**config.mk**
```make
export PLATFORM = sky130hd
export DESIGN_NAME = move_sequencer
export DESIGN_NICKNAME = d
export VERILOG_FILES = /design/src/rtl/move_sequencer.sv
export SDC_FILE = /design/constraint.sdc
export NUM_CORES = 1
export LEC_CHECK = 0
export CORE_ASPECT_RATIO = 1.75
export CORE_UTILIZATION = 45
export CTS_CLUSTER_SIZE = 10
export DETAILED_ROUTE_END_ITERATION = 10
export GPL_TIMING_DRIVEN = 0
export PLACE_DENSITY = 0.62
export SETUP_SLACK_MARGIN = 0.05
export SYNTH_ARGS = -nofsm -noshare
export SYNTH_HDL_FRONTEND = slang
export SYNTH_SLANG_ARGS = --single-unit
```
**constraint.sdc**
```tcl
create_clock -name clock -period 5.1 [get_ports clock]
set_input_delay 1.53 -clock clock [delete_from_list [all_inputs] [get_ports clock]]
set_output_delay 1.53 -clock clock [all_outputs]
set_load 0.01 [all_outputs]
```
**src/rtl/move_sequencer.sv**
```systemverilog
// move_sequencer: queues move codes and issues them one at a time to the stepper with a settle gap.
// Define MOVE_SEQ_TIMEOUT_EN to add a WAIT_DONE watchdog that latches fault and parks in FAULT.
module move_sequencer #(
  parameter int MOVE_W        = 5,
  parameter int DEPTH_LOG2    = 6,
  parameter int SETTLE_CYCLES = 250000
`ifdef MOVE_SEQ_TIMEOUT_EN
  , parameter int TIMEOUT_CYCLES = 50000000
`endif
) (
  input  logic                clock,
  input  logic                reset_n,
  input  logic                push,
  input  logic [MOVE_W-1:0]   push_move,
  input  logic                run,
  input  logic                flush,
  input  logic                move_done,
  output logic [MOVE_W-1:0]   next_move,
  output logic                move_start,
  output logic                busy,
  output logic [DEPTH_LOG2:0] count,
  output logic                full,
  output logic                overflow,
  output logic                fault
);
  localparam int DEPTH = 1 << DEPTH_LOG2;
  localparam int CW    = DEPTH_LOG2 + 1;
  localparam int SW    = $clog2(SETTLE_CYCLES + 1);

`ifdef MOVE_SEQ_TIMEOUT_EN
  typedef enum logic [2:0] {IDLE, ISSUE, WAIT_DONE, SETTLE, FAULT} state_t;
`else
  typedef enum logic [2:0] {IDLE, ISSUE, WAIT_DONE, SETTLE} state_t;
`endif

  state_t                state_q, state_d;
  logic [MOVE_W-1:0]     mem [DEPTH];
  logic [DEPTH_LOG2-1:0] rd_q, rd_d, wr_q, wr_d;
  logic [CW-1:0]         count_q, count_d;
  logic [MOVE_W-1:0]     nm_q, nm_d;
  logic [SW-1:0]         settle_q, settle_d;
  logic                  ovf_q, ovf_d, start_q, done_q;
  logic                  do_deq, do_push, can_issue, done_edge;

  assign full      = count_q == CW'(DEPTH);
  assign do_deq    = state_q == ISSUE;
  // a full queue still accepts a push when the same cycle dequeues
  assign do_push   = push && !flush && (!full || do_deq);
  assign can_issue = run && count_q != '0 && !flush;
  assign done_edge = move_done && !done_q;
  assign rd_d      = flush ? wr_q : do_deq ? rd_q + DEPTH_LOG2'(1) : rd_q;
  assign wr_d      = do_push ? wr_q + DEPTH_LOG2'(1) : wr_q;
  assign count_d   = flush ? '0 : count_q + CW'(do_push) - CW'(do_deq);
  assign ovf_d     = !flush && (ovf_q || (push && full && !do_deq));
  assign nm_d      = do_deq ? mem[rd_q] : nm_q;

  assign next_move  = nm_q;
  assign move_start = start_q;
  assign busy       = state_q == ISSUE || state_q == WAIT_DONE || state_q == SETTLE;
  assign count      = count_q;
  assign overflow   = ovf_q;

`ifdef MOVE_SEQ_TIMEOUT_EN
  localparam int TW = $clog2(TIMEOUT_CYCLES + 1);
  logic [TW-1:0] wd_q;
  logic          wd_expired;
  assign wd_expired = wd_q == TW'(TIMEOUT_CYCLES - 1);
  assign fault      = state_q == FAULT;
  always_ff @(posedge clock or negedge reset_n)
    if (!reset_n) wd_q <= '0;
    else          wd_q <= state_q == WAIT_DONE ? wd_q + TW'(1) : '0;
`else
  logic wd_expired;
  assign wd_expired = 1'b0;
  assign fault      = 1'b0;
`endif

  always_comb begin
    state_d  = state_q;
    settle_d = settle_q;
    case (state_q)
      IDLE:      state_d = can_issue ? ISSUE : IDLE;
      ISSUE:     state_d = WAIT_DONE;
      WAIT_DONE: begin
        if (done_edge) begin
          state_d  = SETTLE;
          settle_d = SW'(SETTLE_CYCLES - 1);
        end
`ifdef MOVE_SEQ_TIMEOUT_EN
        else if (wd_expired) state_d = FAULT;
`endif
      end
      SETTLE: begin
        if (settle_q == '0) state_d = can_issue ? ISSUE : IDLE;
        else settle_d = settle_q - SW'(1);
      end
      default:   state_d = state_q;
    endcase
  end

  always_ff @(posedge clock)
    if (do_push) mem[wr_q] <= push_move;

  always_ff @(posedge clock or negedge reset_n)
    if (!reset_n) begin
      state_q  <= IDLE;
      rd_q     <= '0;
      wr_q     <= '0;
      count_q  <= '0;
      nm_q     <= '0;
      settle_q <= '0;
      ovf_q    <= 1'b0;
      start_q  <= 1'b0;
      done_q   <= 1'b0;
    end else begin
      state_q  <= state_d;
      rd_q     <= rd_d;
      wr_q     <= wr_d;
      count_q  <= count_d;
      nm_q     <= nm_d;
      settle_q <= settle_d;
      ovf_q    <= ovf_d;
      start_q  <= do_deq;
      done_q   <= move_done;
    end
endmodule

```
==> impl_metrics.toml <==
[outcome]
status = "finished clean"

[timing]
tightest_slew_ns = 0.946
hold_viol = 0
rsz0062_at_grt = "false"
fmax_mhz = 250
setup_tns_ns = 0
relSlewSlack = 0.369
fin_ws_ns = 1.10
skew_ns = 0.0205
finalSetupViolCount = 0
whs_ns = 0.518
period_minus_slack_ns = 4.00
timing.final.max_slew_violations = 0
post-route-period-util = 0.784

[critical_path]
endpoint_kind = "register"
cp.arrival_ns = 4.17
cp_top_family = "simple AND/OR/NAND/NOR gates"
crit_top_cell = "nor2_1"
crit_required_ns = 5.27
worst-path-buf-inv = 2
path_class = "in -> reg"
cpPeakStageDelay_ns = 0.67
path_cells = "clkdlybuf4s50_1, nand2b_1, a21oi_1, inv_1, nor2_1, nand3_1, nor2_1"
crit_slowest_cell = "nor2_1"
crit_path_start_kind = "input pin"
path_max_fanout = 8

[placed_design]
numPortBuffers = 26
place_congestion = 0.846
dp_hpwl_um = 24100
dp_slack_ns = 0.543

[finish]
finish.utilization = 0.521
nets = 971
drive_gt1_frac = 0.178
antennaDiodeCount = 0
area_delta_synth_final_pct = 13.3

[routing]
vias_per_cell = 5.81
drt_iter0_drc = 506
antenna_left = 0
vias = 7929
drt-total-wl_um = 35000
first_pass_iters = 6
wire_per_inst_um = 25.6
drcViolationCount = 0

[synth]
synth.area.top_cells = "edfxtp_1 (63%), mux4_2 (11%), dfrtp_1 (7.7%)"
synth.top_cell.area_share = 0.633
async_flop_share = 0.128
synth_compound_area_frac = 0.0432
syn_avg_cell_area_um2 = 17.5
synth_top_family_by_area = "multiplexers"
synth_fa_ha_area_frac = 0.0145
synth_xor_xnor_area_share = 0.0150
syn_area_um2 = 15200
synth-seq-area-share = 0.711
synth_cells = 867
synth_cell_types = 57
syn_nets = 895
yosysWarnings = 0
synth-simple-area-share = 0.0602
synth_seq_cells = 367
synth_edf_count = 320
ys.flop_type = "edfxtp_1"
synthMuxAreaShare = 0.138
synth_area_leader_cell = "edfxtp_1"

[grt]
grt_max_degree = 50
antenna_found_initial = 0
grt_usage = 0.212
grt_first_pass_wirelength_um = 51900
grt-ovfl-total = 0
grt_pass1_vias = 8275

[clocking]
clkLatencyLatePin_ns = 0.55
cts_resized = 0
clockBufferDepth = 3
post_cts_buffers = 0
root_buffer = "clkbuf_16"
htree_levels = 2
clkSinkCount = 367
path_clk_slew_ns = 0.06
postCtsHoldBufs = 0
numCtsBuffers = 42
cts_tree = "built"

[power_and_ir_drop]
clock_power_share = 0.293
seq_power_share = 0.394
p_int_mw = 6.15
p_per_area_nw_per_um2 = 521
p_comb_frac = 0.312
p_leak_nw = 5.66
peakVddDrop_mv = 0.245
power.switching_mw = 2.81
p_sw_frac = 0.313

[floorplanning]
ios = 28
die_h_um = 245
initial_core_util = 0.459
core-area_um2 = 33000
die_width_um = 141
die_area_um2 = 34500
fp-row-count = 88

[job]
cap_violations = 0

[worst_hold_path]
hold_class = "reg -> reg"
[worst min-delay path, delay by kind of cell (launching register included)]
kind	cells	cell delay (ns)
AND/OR/NAND/NOR	1	0.06
XOR/XNOR	1	0.07
flip-flops	1	0.36
[power groups by stage]
stage | clock, mW | combinational (mW) | sequential, mW
2_1_floorplan | 0 | 1.86 | 3.58
3_3_place_gp | 0 | 2.78 | 3.59
3_5_place_dp | 0 | 2.82 | 3.59
4_1_cts | 2.67 | 2.83 | 3.53
5_1_grt | 2.78 | 3.00 | 3.55
6_report | 2.63 | 2.79 | 3.53
[routing by layer]
| metal | routed length [µm] | track usage | vias to the layer above |
|---|---|---|---|
| li1 | - | - | 3538 |
| met1 | 12500 | 0.227 | 4109 |
| met2 | 19400 | 0.398 | 214 |
| met3 | 1350 | 0.0300 | 68 |
| met4 | 1710 | 0.111 | 0 |
| met5 | 0 | 0 | - |
[area by class of cell]
class / instances / area [µm²]
fillers: 2617 / 15800
flip-flops and latches: 367 / 10800
multi-input cells: 442 / 4110
clock buffers: 59 / 1140
well taps: 405 / 507
repair buffers: 32 / 365
plain buffers: 46 / 235
inverters: 12 / 45.0
clock inverters: 1 / 8.76
[cells in the mapped netlist, drive strengths merged, types with 9 or more instances]
cell	n
edfxtp	320
o22ai	11
dfrtp	47
mux4	71
mux2i	39
mux2	9
clkbuf	19
inv	12
xnor2	14
a21oi	15
buf	27
nor2	91
nand3	13
ha	16
nand2	32
o21ai	20
nor2b	11
xor2	12
[flip-flops by register name, indices dropped and copies added, names as in the netlist]
signal,count
settle_q,18
mem,320
state_q,2
rd_q,6
overflow,1
done_q,1
move_start,1
next_move,5
count,7
wr_q,6
[final timing paths]
kind	startpoint	to	slack [ns]	depth (start not counted)
max	flush	mem[35][3]	1.10	7
max reg2reg	count[4]	count[6]	1.63	14
min in group asynchronous	reset_n	count[6]	1.06	1
max in group asynchronous	reset_n	settle_q[8]	3.47	2
min reg2reg	settle_q[17]	settle_q[17]	0.52	2
min	settle_q[17]	settle_q[17]	0.52	2
[placed cells by master, fill, tap and decap left out, drive strengths merged, types with 14 or more instances in the layout]
| cell | synthesis | routed |
|---|---|---|
| a21oi | 15 | 15 |
| clkbuf | 19 | 78 |
| dfrtp | 47 | 47 |
| xnor2 | 14 | 14 |
| edfxtp | 320 | 320 |
| clkdlybuf4s50 | 0 | 20 |
| nor2 | 91 | 91 |
| buf | 27 | 39 |
| mux2i | 39 | 39 |
| ha | 16 | 16 |
| o21ai | 20 | 20 |
| mux4 | 71 | 71 |
| nand2 | 32 | 32 |
[stage by stage]
step                power [mW]  std cells  instance area, µm²
floorplan                 5.44        867               15200
global placement          6.38       1298               15900
detailed placement        6.41       1304               16000
CTS                       9.03       1364               17200
global route              9.32       1364               17200
finish                    8.95       1364               17200
[logic make-up after synthesis]
logic type | count (synthesis)
xor+xnor | 26
flops | 367
compound gates | 91
other cells | 1
buf+inv | 58
fa+ha+maj | 17
simple gates | 188
mux | 119
(Power assumes the default switching activity.)
